$ cat src/rtl/anu_rv32_core.sv
// Single-cycle RV32I core: one instruction retires per non-stalled rising edge; fetch/load data are combinational.
// Backpressure: stall freezes PC and register file and suppresses stores; outputs still follow the current instruction.
module anu_rv32_core #(
    parameter logic [31:0] RESET_PC = 32'h0000_0000
) (
    input  logic        clk,
    input  logic        rst_n,
    input  logic        stall,
    input  logic [31:0] instr,
    input  logic [31:0] data_in,
    output logic [31:0] pc_o,
    output logic [31:0] data_out,
    output logic [31:0] mem_addr,
    output logic [1:0]  mem_access_mode
);
    localparam logic [6:0] OPC_LUI    = 7'b0110111;
    localparam logic [6:0] OPC_AUIPC  = 7'b0010111;
    localparam logic [6:0] OPC_JAL    = 7'b1101111;
    localparam logic [6:0] OPC_JALR   = 7'b1100111;
    localparam logic [6:0] OPC_BRANCH = 7'b1100011;
    localparam logic [6:0] OPC_LOAD   = 7'b0000011;
    localparam logic [6:0] OPC_STORE  = 7'b0100011;
    localparam logic [6:0] OPC_OPIMM  = 7'b0010011;
    localparam logic [6:0] OPC_OP     = 7'b0110011;

    logic [31:0] pc_q, pc_d, pc_plus4;
    logic [31:0] rf_q [32];

    logic [6:0]  opc, f7;
    logic [2:0]  f3;
    logic [4:0]  rd, rs1, rs2;
    logic [31:0] imm_i, imm_s, imm_b, imm_u, imm_j;
    logic [31:0] rs1_val, rs2_val, alu_b, alu_res, ld_dat, wb_dat;
    logic [7:0]  ld_byte;
    logic [15:0] ld_half;
    logic        ld_ok, op_ok, br_taken, wb_en;
    logic [1:0]  st_mode;

    assign opc = instr[6:0];
    assign rd  = instr[11:7];
    assign f3  = instr[14:12];
    assign rs1 = instr[19:15];
    assign rs2 = instr[24:20];
    assign f7  = instr[31:25];

    assign imm_i = {{20{instr[31]}}, instr[31:20]};
    assign imm_s = {{20{instr[31]}}, instr[31:25], instr[11:7]};
    assign imm_b = {{19{instr[31]}}, instr[31], instr[7], instr[30:25], instr[11:8], 1'b0};
    assign imm_u = {instr[31:12], 12'b0};
    assign imm_j = {{11{instr[31]}}, instr[31], instr[19:12], instr[20], instr[30:21], 1'b0};

    assign rs1_val  = (rs1 == 5'd0) ? 32'd0 : rf_q[rs1];
    assign rs2_val  = (rs2 == 5'd0) ? 32'd0 : rf_q[rs2];
    assign pc_plus4 = pc_q + 32'd4;
    assign pc_o     = pc_q;
    assign data_out = rs2_val;
    assign mem_addr = rs1_val + ((opc == OPC_STORE) ? imm_s : imm_i);
    assign mem_access_mode = (stall || !rst_n) ? 2'b00 : st_mode;

    // OP-IMM and OP share the ALU; instr[30] selects SUB only for OP, SRA/SRAI for both.
    assign alu_b = (opc == OPC_OP) ? rs2_val : imm_i;
    assign op_ok = (f7 == 7'h00) || (f7 == 7'h20 && (f3 == 3'b000 || f3 == 3'b101));

    always_comb begin
        alu_res = 32'd0;
        case (f3)
            3'b000: alu_res = (opc == OPC_OP && instr[30]) ? rs1_val - alu_b : rs1_val + alu_b;
            3'b001: alu_res = rs1_val << alu_b[4:0];
            3'b010: alu_res = {31'd0, $signed(rs1_val) < $signed(alu_b)};
            3'b011: alu_res = {31'd0, rs1_val < alu_b};
            3'b100: alu_res = rs1_val ^ alu_b;
            3'b101: alu_res = instr[30] ? $unsigned($signed(rs1_val) >>> alu_b[4:0])
                                        : rs1_val >> alu_b[4:0];
            3'b110: alu_res = rs1_val | alu_b;
            default: alu_res = rs1_val & alu_b;
        endcase
    end

    always_comb begin
        ld_byte = data_in[7:0];
        case (mem_addr[1:0])
            2'd1:    ld_byte = data_in[15:8];
            2'd2:    ld_byte = data_in[23:16];
            2'd3:    ld_byte = data_in[31:24];
            default: ld_byte = data_in[7:0];
        endcase
        ld_half = mem_addr[1] ? data_in[31:16] : data_in[15:0];
        ld_ok   = 1'b1;
        ld_dat  = data_in;
        case (f3)
            3'b000: ld_dat = {{24{ld_byte[7]}}, ld_byte};
            3'b001: ld_dat = {{16{ld_half[15]}}, ld_half};
            3'b010: ld_dat = data_in;
            3'b100: ld_dat = {24'd0, ld_byte};
            3'b101: ld_dat = {16'd0, ld_half};
            default: ld_ok = 1'b0;
        endcase
    end

    always_comb begin
        br_taken = 1'b0;
        case (f3)
            3'b000: br_taken = (rs1_val == rs2_val);
            3'b001: br_taken = (rs1_val != rs2_val);
            3'b100: br_taken = ($signed(rs1_val) < $signed(rs2_val));
            3'b101: br_taken = ($signed(rs1_val) >= $signed(rs2_val));
            3'b110: br_taken = (rs1_val < rs2_val);
            3'b111: br_taken = (rs1_val >= rs2_val);
            default: br_taken = 1'b0;
        endcase
    end

    always_comb begin
        wb_en   = 1'b0;
        wb_dat  = alu_res;
        pc_d    = pc_plus4;
        st_mode = 2'b00;
        case (opc)
            OPC_LUI:    begin wb_en = 1'b1; wb_dat = imm_u; end
            OPC_AUIPC:  begin wb_en = 1'b1; wb_dat = pc_q + imm_u; end
            OPC_JAL:    begin wb_en = 1'b1; wb_dat = pc_plus4; pc_d = pc_q + imm_j; end
            OPC_JALR:   begin wb_en = 1'b1; wb_dat = pc_plus4; pc_d = (rs1_val + imm_i) & ~32'd1; end
            OPC_BRANCH: if (br_taken) pc_d = pc_q + imm_b;
            OPC_LOAD:   begin wb_en = ld_ok; wb_dat = ld_dat; end
            OPC_STORE: begin
                case (f3)
                    3'b000:  st_mode = 2'b01;
                    3'b001:  st_mode = 2'b10;
                    3'b010:  st_mode = 2'b11;
                    default: st_mode = 2'b00;
                endcase
            end
            OPC_OPIMM:  wb_en = 1'b1;
            OPC_OP:     wb_en = op_ok;
            default:    wb_en = 1'b0;
        endcase
    end

    always_ff @(posedge clk or negedge rst_n) begin
        if (!rst_n) begin
            pc_q <= RESET_PC;
        end else if (!stall) begin
            pc_q <= pc_d;
        end
    end

    always_ff @(posedge clk or negedge rst_n) begin
        if (!rst_n) begin
            for (int i = 0; i < 32; i++) rf_q[i] <= 32'd0;
        end else if (!stall && wb_en && rd != 5'd0) begin
            rf_q[rd] <= wb_dat;
        end
    end
endmodule

$ cat config.mk
export PLATFORM = sky130hd
export DESIGN_NAME = anu_rv32_core
export DESIGN_NICKNAME = d
export VERILOG_FILES = /design/src/rtl/anu_rv32_core.sv
export SDC_FILE = /design/constraint.sdc
export NUM_CORES = 2
export LEC_CHECK = 0
export BUFFER_PORTS_ARGS = -buffer_cell sky130_fd_sc_hd__buf_2
export CAP_MARGIN = 20
export CORE_UTILIZATION = 28
export DETAILED_ROUTE_END_ITERATION = 10
export HOLD_SLACK_MARGIN = 0.02
export SLEW_MARGIN = 20
export SYNTH_ARGS = -nofsm -noshare
export SYNTH_HDL_FRONTEND = slang
export SYNTH_SLANG_ARGS = --single-unit
$ cat constraint.sdc
create_clock -name clk -period 7 [get_ports clk]
set_clock_uncertainty 0.05 [all_clocks]
set_input_delay 1.05 -clock clk [delete_from_list [all_inputs] [get_ports clk]]
set_output_delay 1.05 -clock clk [all_outputs]
set_load 0.02 [all_outputs]
**Word-level counts from Yosys, hierarchy flattened**

Cells that the tools add are included.

- Register bits: 1056
- Input bits: 67
- Word-level logic and storage cells: 128

- Add/subtract/negate cells: 8
- Order comparisons: 10
- Equal/unequal tests: 22
- Shift operators: 3
- Muxes and demuxes: 28
- Bitwise operators: 6
- Reductions and logical operators: 18

Operator list:

| kind | count |
|---|---|
| $bwmux W1024 | 1 |
| $mux W32 | 11 |
| $bmux W32 S5 | 2 |
| $pmux W32 S4 | 2 |
| $pmux W32 S7 | 1 |
| $add A32 B32 Y32 | 6 |
| $demux W32 S5 | 1 |
| $lt A32 B32 Y1 | 4 |
| $pmux W32 S3 | 1 |
| $ge A32 B32 Y1 | 2 |
| $add A32 B3 Y32 const B | 1 |
| $and A32 B32 Y32 | 1 |
| $eq A32 B32 Y1 | 1 |
| $ne A32 B32 Y1 | 1 |
| $or A32 B32 Y32 | 1 |
| $shl A32 B5 Y32 | 1 |
| $shr A32 B5 Y32 | 1 |
| $sshr A32 B5 Y32 | 1 |
| $sub A32 B32 Y32 | 1 |
| $xor A32 B32 Y32 | 1 |
| $eq A7 B6 Y1 const B | 4 |
| $pmux W8 S3 | 1 |
| $eq A7 B7 Y1 const B | 3 |
| $ge A6 B6 Y1 const B | 3 |
| 25 further kinds | 43 |

**Longest topological paths before layout**

- Depth in word-level cells: 11
- Gate-level depth with buffers: 30
- Gate-level depth less buffers: 21

**Worst setup path after synthesis**

Ideal clock, no wire load.

- Path kind: input -> register
- Start: in instr[20]
- End: reg rf_q[158] (netlist name)
- Library setup time: 0.144 ns
- Arrival time: 7.839 ns
- Required time: 6.806 ns
- Setup slack: -1.033 ns
- Stages on the path: 26
- Cells stage by stage: buf_2 > buf_4 > buf_4 > buf_2 > buf_2 > buf_1 > buf_1 > mux4_2 > mux4_2 > mux2i_1 > nor2_1 > mux2i_1 > ha_1 > clkbuf_1 > a221oi_1 > nor4b_1 > a21boi_0 > o211a_1 > nor3b_1 > nor4_1 > a211oi_1 > mux2i_1 > a2111oi_0 > o21a_1 > buf_2 > a21oi_1

- Cells in the longest elaborated chain, start to end: 11

RTL lines:

| item | RTL line | source |
|---|---|---|
| start: declaration | 9 | `input logic [31:0] instr,` |
| $not A5 Y6 (not written as such) | 53 | `assign rs2_val = (rs2 == 5'd0) ? 32'd0 : rf_q[rs2];` |
| $bmux W32 S5 | 53 |  |
| $mux W32 (not written as such) (2 in series) | 53 |  |
| $mux W32 (*) | 53 |  |
| named net data_out[6] | 12 | `output logic [31:0] data_out,` |
| $mux W32 (*) | 61 | `assign alu_b = (opc == OPC_OP) ? rs2_val : imm_i;` |
| $add A32 B32 Y32 or $sub A32 B32 Y32 (tied branches) | 67 | `3'b000: alu_res = (opc == OPC_OP && instr[30]) ? rs1_val - alu_b : rs1_val + alu_b;` |
| $mux W32 (*) | 67 |  |
| $pmux W32 S7 (*) | 66 | `case (f3)` |
| $pmux W32 S4 (*) | 118 | `case (opc)` |
| $bwmux W1024 (*) | 151 | `rf_q[rd] <= wb_dat;` |
| end signal: indexed assignment | 151 |  |
| end: declaration | 27 | `logic [31:0] rf_q [32];` |

Mark *: on every way through the listed nets, which the timed path passes. The rest lies on a longest branch. The select of a mux whose other input is x is not followed.
A chain may end at the register's enable or synchronous reset.

**Worst setup path in the final report**

- Start: in instr[15]
- End: out mem_addr[30]

- Cells in the longest elaborated chain, start to end: 6

RTL lines:

| item | RTL line | source |
|---|---|---|
| $not A5 Y6 (not written as such) | 52 | `assign rs1_val = (rs1 == 5'd0) ? 32'd0 : rf_q[rs1];` |
| $bmux W32 S5 | 52 |  |
| $mux W32 (not written as such) (2 in series) | 52 |  |
| $mux W32 (*) | 52 |  |
| $add A32 B32 Y32 (*) | 57 | `assign mem_addr = rs1_val + ((opc == OPC_STORE) ? imm_s : imm_i);` |
| end: declaration | 13 | `output logic [31:0] mem_addr,` |

Every way passes the cells marked *; elsewhere a longest branch is shown, timed or not. The select of a mux whose other input is x is not followed.

==> flow_summary_export.csv <==
group,metric,value,unit
drt,drtIter0Drc,8220,
setup_path,start_kind,"input pin",
setup_path,crit_type,"input pin to output port",
global_routing,grt_pass1_wl,523200,um
global_routing,grt_usage,0.2724,
cells_and_area,area_growth,22.10,%
die,ioPinCount,165,
synth,synth_top_cell_area_share,0.3553,
synth,yosys_most_used_dff,"dfrtp_1",
setup_path,crit_buf_inv,9,
status,outcome,"finished clean",
die,core-area,0.2632,mm^2
setup_path,arrival,5.74,ns
clocking,cts_num_sinks,1055,
sta,worst_pin_slew,1.163,ns
clocking,cts_max_level,3,
drt,totalWireLength,371500,um
min_path,hold_class,"input pin to async pin",
cells_and_area,design_area,0.09072,mm^2
setup_path,reg2reg_to,"rf_q[253]",
die,start_util,0.2823,
sta,relSlewSlack,0.2150,
place,post-place-ws,-1.005,ns
cells_and_area,stdcell_count,12000,
place,dp_hpwl,279800,um
setup_path,cpPeakStageDelay,0.55,ns
synth,yosys.area.top_type,"dfrtp_1",
synth,synth_edf_count,0,
drt,first_pass_iters,6,
synth,synth.most_common_cell,"nand2_1",
global_routing,antenna_found_initial,23,
clocking,cts_tree,"yes",
setup_path,ff2ff_setup_slack,0.73,ns
run,drv_cap,0,
sta,hold_viol,0,
global_routing,grt-ovfl-total,0,
global_routing,grt_max_degree,186,
place,io_buffers,163,
clocking,clock_latency,0.82,ns
sta,whs,0.2309,ns
die,die_h,517.1,um
cells_and_area,drive_gt1_frac,0.2806,
clocking,clockRootBuffer,"clkbuf_16",
clocking,cts.path.max_buffers,3,
setup_path,cp_slowest_cell,"mux4_2",
setup_path,required,5.90,ns
clocking,path_clk_slew,0.07,ns
setup_path,path_delay_family,"compound AO/OA/AOI/OAI gates",
sta,setup_ws,0.1635,ns
setup_path,cp_max_fo,14,
clocking,cts-buffers-inserted,108,
sta,rsz0062_at_grt,"no",
cells_and_area,fin_nets,8670,
synth,syn_inst,7696,
synth,yosys_warnings,0,
setup_path,reg2regPathDepth,22,
synth,ys_seq_elements,1055,
drt,drc,0,
setup_path,cp-end-kind,"output port",
die,fp.dieArea,0.2674,mm^2
sta,min_period,6.836,ns
place,place.gp.congestion,1.023,
sta,min_period_over_period,0.9766,
synth,synth_common_cells,"nand2_1, dfrtp_1, o21ai_0",
die,die_w,517.1,um
sta,finalSetupTns,0,ns
drt,num_vias,69880,
synth,ys_top_cells_by_area,"dfrtp_1, mux4_2, nand2_1, o21ai_0, mux2i_1",
global_routing,grt_pass1_vias,68560,
drt,vias_per_cell,5.824,
drt,ant_nets,0,
synth,synth_area,0.07430,mm^2
drt,routedWlPerCell,30.96,um
sta,slew_viol_final,0,
die,num_rows,188,
power,power.density,196.2,mW/mm^2
synth,async_flop_share,1.000,
sta,fmax,0.1463,GHz
synth,syn_avg_cell_area,9.654,um^2
power,ir_drop,0.0002193,V
setup_path,reg2reg_from,"rf_q[8]",
synth,synthesis.nets,7989,
place,place_area,0.08663,mm^2
power,p_leak,39.79,nW
synth,ys_types,112,
clocking,postCtsHoldBufs,0,
synth,ys_seq_area_frac,0.3553,
setup_path,crit_chain,"buf_12, buf_6, buf_6, buf_16, mux4_2, a221oi_4, a21oi_1, o2111ai_2, inv_1, buf_4, buf_4, ha_1, buf_4, nand2_1, o21ai_0, a21oi_1, o21a_1, o21ai_0, a21oi_1, xnor2_1, buf_2",
place,placed_cells,11780,
sta,setup_viol,0,
## power breakdown
group / total, mW / internal, mW / switching [mW]
combinational: 5.02 / 1.85 / 3.17
sequential: 6.55 / 6.26 / 0.293
clock: 6.22 / 3.49 / 2.74
## cells in the final DEF (no fill, tap or decap), types with 58 or more instances in the layout
cell type	instances
a211oi_1	69
a21o_1	74
a21oi_1	512
a22oi_1	61
buf_12	117
buf_2	151
buf_4	1004
clkbuf_16	109
dfrtp_1	1055
ha_1	219
inv_1	169
mux2_2	242
mux2i_1	296
mux4_2	472
nand2_1	1051
nand2b_1	58
nand3_1	89
nor2_1	521
nor3_1	90
o21ai_0	674
o21ai_1	69
o22ai_1	78
o31ai_1	153
xnor2_1	115
## routing by layer
| metal | GRT usage | vias up | wire length (um) |
|---|---|---|---|
| met5 | 0 | - | 82 |
| met4 | 0.1825 | 12 | 29070 |
| met3 | 0.05614 | 959 | 33640 |
| met2 | 0.4149 | 3893 | 161900 |
| met1 | 0.3480 | 35260 | 146800 |
| li1 | - | 29750 | - |
## sequential cells by signal, indices dropped and copies added (netlist names)
name,flops
rf_q,1024
pc_o,31
## per-stage QoR
| step | utilization | power, mW |
|---|---|---|
| final | 0.3447 | 17.80 |
| after global routing | 0.3446 | 18.36 |
| after CTS | 0.3438 | 17.74 |
| after detailed placement | 0.3291 | 11.52 |
| after global placement | 0.3291 | 11.49 |
| after floorplan | - | 9.185 |
## cell families after synthesis
logic type      count (synthesis)  synth area share
other cells                     1        0.00005047
fa+ha+maj                     226           0.03877
xor+xnor                      173           0.02039
buf+inv                       899           0.05253
mux                          1028            0.2250
compound gates               2157            0.1813
simple gates                 2157            0.1266
flops                        1055            0.3553
## worst reg2reg max path: cells and delay by family, from the launching register on
kind	cells	cell delay, ns
buf+inv	4	0.74
mux	5	1.70
simple gates	4	0.71
flops	1	0.40
fa+ha+maj	1	0.26
compound gates	8	2.16
## final cells by class
cell class              instances  area [um^2]
well taps                    3515         4398
inverters                     183        690.7
clock inverters                50        691.9
fillers                     26510       172500
clock buffers                 152         3128
multi-input cells            5742        44500
flip-flops and latches       1055        26400
repair buffers               1287        10880
diodes                         13        32.53
## timing repair
action | 4_1_cts | 5_1_grt
setup endpoints to repair | 36 | 52
pin swaps | 0 | 4
setup buffers | 0 | 2
resized for setup | 8 | 25
gates cloned | 0 | 1
## worst max path at each step
stage / end / cells past startpoint / from / slack [ns]
floorplan: rf_q[158] / 24 / instr[21] / 0.005
global placement: rf_q[126] / 26 / instr[20] / -0.99
detailed placement: rf_q[862] / 26 / instr[20] / -1.00
CTS: mem_addr[31] / 21 / instr[15] / -0.03
global route: mem_addr[31] / 21 / instr[15] / 0.04
finish: mem_addr[30] / 21 / instr[15] / 0.16
No activity file was read; power rests on OpenSTA's default activity.
